## config.mk

```make
export PLATFORM = sky130hd
export DESIGN_NAME = pll_lock_reset_gen
export DESIGN_NICKNAME = d
export VERILOG_FILES = /design/src/rtl/pll_rst_pkg.sv /design/src/rtl/cdc_sync_bit.sv /design/src/rtl/pll_lock_reset_gen.sv
export SDC_FILE = /design/constraint.sdc
export NUM_CORES = 1
export LEC_CHECK = 0
export CAP_MARGIN = 20
export CORE_MARGIN = 2
export CORE_UTILIZATION = 30
export DETAILED_ROUTE_END_ITERATION = 10
export DONT_BUFFER_PORTS = 1
export PLACE_DENSITY = 0.48
export SETUP_SLACK_MARGIN = 0.3
export SYNTH_ARGS = -nofsm -noshare
export SYNTH_HDL_FRONTEND = slang
export SYNTH_SLANG_ARGS = --single-unit
```

## constraint.sdc

```tcl
create_clock -name clk -period 3.35 [get_ports clk]
set_clock_uncertainty 0.2 [all_clocks]
set_input_delay 0.67 -clock clk [delete_from_list [all_inputs] [get_ports clk]]
set_output_delay 0.67 -clock clk [all_outputs]
set_load 0.02 [all_outputs]
```

## src/rtl/pll_rst_pkg.sv

```systemverilog
// pll_rst_pkg: shared state encoding and default timing constants for the PLL reset generator.
package pll_rst_pkg;
  typedef enum logic [1:0] {
    WAIT_LOCK = 2'd0,
    DEBOUNCE  = 2'd1,
    STRETCH   = 2'd2,
    RUN       = 2'd3
  } state_t;
  localparam int DEF_DEBOUNCE_CYCLES = 1024;
  localparam int DEF_STRETCH_CYCLES  = 64;
endpackage

```

## src/rtl/cdc_sync_bit.sv

```systemverilog
// cdc_sync_bit: multi-flop single-bit synchroniser, every stage reset to 0.
module cdc_sync_bit #(
  parameter int STAGES = 2
) (
  input  logic clk,
  input  logic rst_n,
  input  logic i_d,
  output logic o_q
);
  logic [STAGES-1:0] r_sync;
  always_ff @(posedge clk or negedge rst_n)
    if (!rst_n) r_sync <= '0;
    else r_sync <= {r_sync[STAGES-2:0], i_d};
  assign o_q = r_sync[STAGES-1];
endmodule

```

## src/rtl/pll_lock_reset_gen.sv

```systemverilog
// pll_lock_reset_gen: synchronises and debounces PLL lock, stretches the downstream reset and counts lock losses.
module pll_lock_reset_gen
  import pll_rst_pkg::*;
#(
  parameter int SYNC_STAGES     = 2,
  parameter int DEBOUNCE_CYCLES = DEF_DEBOUNCE_CYCLES,
  parameter int STRETCH_CYCLES  = DEF_STRETCH_CYCLES,
  parameter int CNT_W           = 8
) (
  input  logic             clk,
  input  logic             rst_n,
  input  logic             lock_i,
  input  logic             clr_i,
  output logic             rst_n_o,
  output logic             ready_o,
  output logic             lock_lost_o,
  output logic [CNT_W-1:0] lock_loss_cnt_o,
  output logic [1:0]       state_o
);
  localparam int MAXC = DEBOUNCE_CYCLES > STRETCH_CYCLES ? DEBOUNCE_CYCLES : STRETCH_CYCLES;
  localparam int CW = $clog2(MAXC + 1);
  localparam logic [CNT_W-1:0] CNT_MAX = '1;
  if (SYNC_STAGES < 2) begin : g_bad_sync
    $error("SYNC_STAGES must be >= 2");
  end
  if (DEBOUNCE_CYCLES < 1) begin : g_bad_deb
    $error("DEBOUNCE_CYCLES must be >= 1");
  end
  if (STRETCH_CYCLES < 1) begin : g_bad_str
    $error("STRETCH_CYCLES must be >= 1");
  end
  logic             w_lock_s;
  state_t           r_state, w_state_nxt;
  logic [CW-1:0]    r_cnt, w_cnt_nxt;
  logic             r_run, r_lost;
  logic [CNT_W-1:0] r_loss_cnt, w_cnt_base;
  logic             w_loss;
  cdc_sync_bit #(.STAGES(SYNC_STAGES)) u_lock_sync (
    .clk  (clk),
    .rst_n(rst_n),
    .i_d  (lock_i),
    .o_q  (w_lock_s)
  );
  always_comb begin
    w_state_nxt = r_state;
    w_cnt_nxt   = r_cnt;
    case (r_state)
      WAIT_LOCK: begin
        w_cnt_nxt = '0;
        if (w_lock_s) w_state_nxt = DEBOUNCE;
      end
      DEBOUNCE:
        if (!w_lock_s) begin
          w_state_nxt = WAIT_LOCK;
          w_cnt_nxt   = '0;
        end else if (r_cnt == CW'(DEBOUNCE_CYCLES - 1)) begin
          w_state_nxt = STRETCH;
          w_cnt_nxt   = '0;
        end else w_cnt_nxt = r_cnt + CW'(1);
      STRETCH:
        if (!w_lock_s) begin
          w_state_nxt = WAIT_LOCK;
          w_cnt_nxt   = '0;
        end else if (r_cnt == CW'(STRETCH_CYCLES - 1)) begin
          w_state_nxt = RUN;
          w_cnt_nxt   = '0;
        end else w_cnt_nxt = r_cnt + CW'(1);
      RUN:
        if (!w_lock_s) begin
          w_state_nxt = WAIT_LOCK;
          w_cnt_nxt   = '0;
        end
    endcase
  end
  // A clear coincident with a loss takes effect first, so the loss still registers.
  assign w_loss     = (r_state == RUN) && !w_lock_s;
  assign w_cnt_base = clr_i ? '0 : r_loss_cnt;
  always_ff @(posedge clk or negedge rst_n)
    if (!rst_n) begin
      r_state    <= WAIT_LOCK;
      r_cnt      <= '0;
      r_run      <= 1'b0;
      r_lost     <= 1'b0;
      r_loss_cnt <= '0;
    end else begin
      r_state    <= w_state_nxt;
      r_cnt      <= w_cnt_nxt;
      r_run      <= (w_state_nxt == RUN);
      r_lost     <= w_loss || (r_lost && !clr_i);
      r_loss_cnt <= (w_loss && w_cnt_base != CNT_MAX) ? w_cnt_base + CNT_W'(1) : w_cnt_base;
    end
  assign rst_n_o         = r_run;
  assign ready_o         = r_run;
  assign lock_lost_o     = r_lost;
  assign lock_loss_cnt_o = r_loss_cnt;
  assign state_o         = r_state;
endmodule

```

==> run metrics <==
status=finished clean; Syn Nets=between 150 and 200; Core Area=4692 µm²; die width=73.71 µm; Buf/Inv on CP=1; Worst-Margin Slew=0.4419 ns; Via Count=1178; post-detail-place hpwl=roughly 2100 µm; largest net degree at the start of global routing=26; Final Max Slew Viols=0; clock group share of total power=approximately 26%; crit path cell chain=ha_1 -> nor2b_1 -> o41ai_1 -> buf_4 -> or4_1 -> a21oi_1; vias in the first global route=1114; nets=170; Sw Pwr=~0.23 mW; top-area cell type share of the netlist area=~43%; global placer's final weighted congestion=0.8043; Gate power share=22.5%; drt drc=0; root buf cell=clkbuf_8; register area share after synthesis=42.92%; Ys Warns=0; Yosys cell types=37; CTS tree=built; Avg Inst Size Synth=9.226 µm²; GR Overflow Total=0; CP max stage delay=0.59 ns; mapped cell area=1458 µm²; achievable clock frequency=426.4 MHz; drt pass-1 iters=4; clk slew on worst S/H paths=~0.090 ns; Routed Antenna Nets=0; crit path kind=flop to flop; total leakage power=0.6224 nW; Worst Hold Class=primary input to async pin; WP data arrival=~2.3 ns; Setup Viol. Count Final=0; clock buffer depth=2; Cells after Synth=158; DP Worst Slack=0.8782 ns; layout cells sized above 1=8.805%; via/cell ratio=~5.5; Final Hold Viols=0; GRT Total Usage=12.21%; # Max-Cap Violations=0; area leader, netlist=dfrtp_1; Yosys reg bits=25; Inserted Clock Buffers=3; Setup crit end kind=flop; worst relative slew slack=70.17%; CP Max Fanout=11; I/O pin count=17; Crit path max-delay family=simple AND/OR/NAND/NOR gates; slowest CP cell=dfrtp_1; DRT iter0 DRCs=48; Switching Share=between 30% and 40%; Avg WL per Cell=around 14 µm; crit start category=flop; H-Tree Level Count=1; PortBufs=0; maximum VDD drop=179.1 µV; TritonCTS Sinks=25; diodes inserted=0; Critical Path RT=3.35 ns; DIE AREA=5432 µm²; clock latency on the worst-skew pair=0.27 ns; final setup TNS=0 ns; Flop pwr share=between 50 and 60%; Starting Density=a little under a third; post-CTS setup repair buffer count=0; die span in y=approximately 74 µm; RSZ-0062 raised after global routing=no; initial antenna violation count=0; Routed WL=between 3000 and 4000 µm; ratio of final minimum period to clock period=70.01%; Synth area leaders=dfrtp_1 (43%), nand2_1 (5.7%), ha_1 (5.2%); pwr dens=438.8 nW/µm²; P_int=0.4626 mW; minimum clock period=around 2.3 ns; area grow syn2layout=8.154%; worst setup margin=1.005 ns; row cnt=25; first-pass GRT wire length=~5100 µm
[repair_timing]
item / CTS / global route
gates resized for setup: 0 / 0
endpoints found under the hold margin: 25 / 0
hold buffers: 1 / 0
[per-stage QoR]
| stage | cell area, µm² | hold WS, ns | util [%] | std cells | total power [mW] |
|---|---|---|---|---|---|
| 4_1_cts | 1577 | 0.006416 | 33.60 | 213 | 0.7000 |
| 3_5_place_dp | 1511 | 0.1433 | 32.21 | 208 | 0.5098 |
| 6_report | 1577 | 0.008375 | 33.60 | 213 | 0.6917 |
| 2_1_floorplan | 1458 | 0.1312 | - | 158 | 0.4777 |
| 3_3_place_gp | 1511 | 0.1453 | 32.21 | 208 | 0.5061 |
| 5_1_grt | 1577 | 0.006878 | 33.60 | 213 | 0.7380 |
[power by group through the flow]
stage | Sequential [mW] | Clock [mW] | Combinational (mW)
floorplan | 0.354 | 0 | 0.124
global placement | 0.363 | 0 | 0.143
detailed placement | 0.364 | 0 | 0.146
CTS | 0.357 | 0.186 | 0.157
global route | 0.360 | 0.197 | 0.181
finish | 0.357 | 0.179 | 0.156
[area by class of cell]
| class | instances | area, µm² |
|---|---|---|
| repair buffers | 3 | 35.03 |
| flip-flops and latches | 25 | 625.6 |
| inverters | 7 | 26.28 |
| fillers | 486 | 3115 |
| clock buffers | 4 | 45.04 |
| well taps | 54 | 67.56 |
| multi-input cells | 120 | 777.0 |
[flip-flops by register name, summed over array words and instances, names as in the netlist]
register,flops
ready_o,1
r_cnt,11
state_o,2
lock_lost_o,1
lock_loss_cnt_o,8
u_lock_sync.r_sync,2
[cells in the mapped netlist]
cell type,instances
mux2i_1,2
and4_1,1
buf_2,2
a211oi_1,3
or3_1,1
nand3_1,7
o21a_1,1
or2_2,1
or4_1,2
ha_1,6
nor3_1,4
nand2_1,22
o21ai_0,9
a21o_1,1
a2bb2oi_1,1
xnor2_1,4
nor2b_1,3
and3_2,2
nand2b_1,5
o311ai_0,2
o31ai_1,4
o41ai_1,3
or4_4,1
and4_2,1
clkbuf_1,3
dfrtp_1,25
nor2_1,9
nor4_1,4
a21oi_1,9
inv_1,7
o211ai_1,6
buf_4,1
a41oi_1,1
and2_1,2
mux2_2,1
nand4_2,1
a2111oi_4,1
[layer usage]
layer	routed length [µm]	share of wire (%)	up-vias	GRT usage, %
met4	51	1.7	0	5.859
li1	-	-	580	-
met3	136	4.5	4	3.018
met5	0	0	-	0
met1	1421	47	568	15.13
met2	1397	46	26	19.74
[cells by family (layout without fill, tap and decap cells)]
logic type               Yosys count  in the layout  share of synthesized area (%)
AND/OR/NAND/NOR                   66             66                          23.60
AO/OA/AOI/OAI                     41             41                          20.00
flip-flops                        25             25                          42.92
buffers and inverters             13             14                          3.777
adder cells (fa/ha/maj)            6              6                          5.150
XOR/XNOR                           4              4                          2.403
multiplexers                       3              3                          2.146
[worst paths after layout]
kind                       slack [ns]                  start  cells past startpoint                     to
setup / recovery                 1.00             state_o[1]                      6     lock_loss_cnt_o[4]
hold / removal                  0.008                  rst_n                      1     lock_loss_cnt_o[6]
setup reg to reg                 1.00             state_o[1]                      6     lock_loss_cnt_o[4]
hold reg to reg                  0.16  u_lock_sync.r_sync[0]                      0  u_lock_sync.r_sync[1]
max in group asynchronous        2.80                  rst_n                      1               r_cnt[2]
min in group clk                 0.16  u_lock_sync.r_sync[0]                      0  u_lock_sync.r_sync[1]
[cell usage in the layout, fill, tap and decap left out, drive strengths merged, types with 3 or more instances in the layout]
cell type and count:
clkbuf 4, o31ai 4, or4 3, nor3 4
nand2b 5, nand3 7, xnor2 4, buf 3
o211ai 6, a21oi 9, nor2b 3, inv 7
dfrtp 25, ha 6, o21ai 9, o41ai 3
nor2 9, nand2 22, a211oi 3, nor4 4
(Power assumes the default switching activity.)
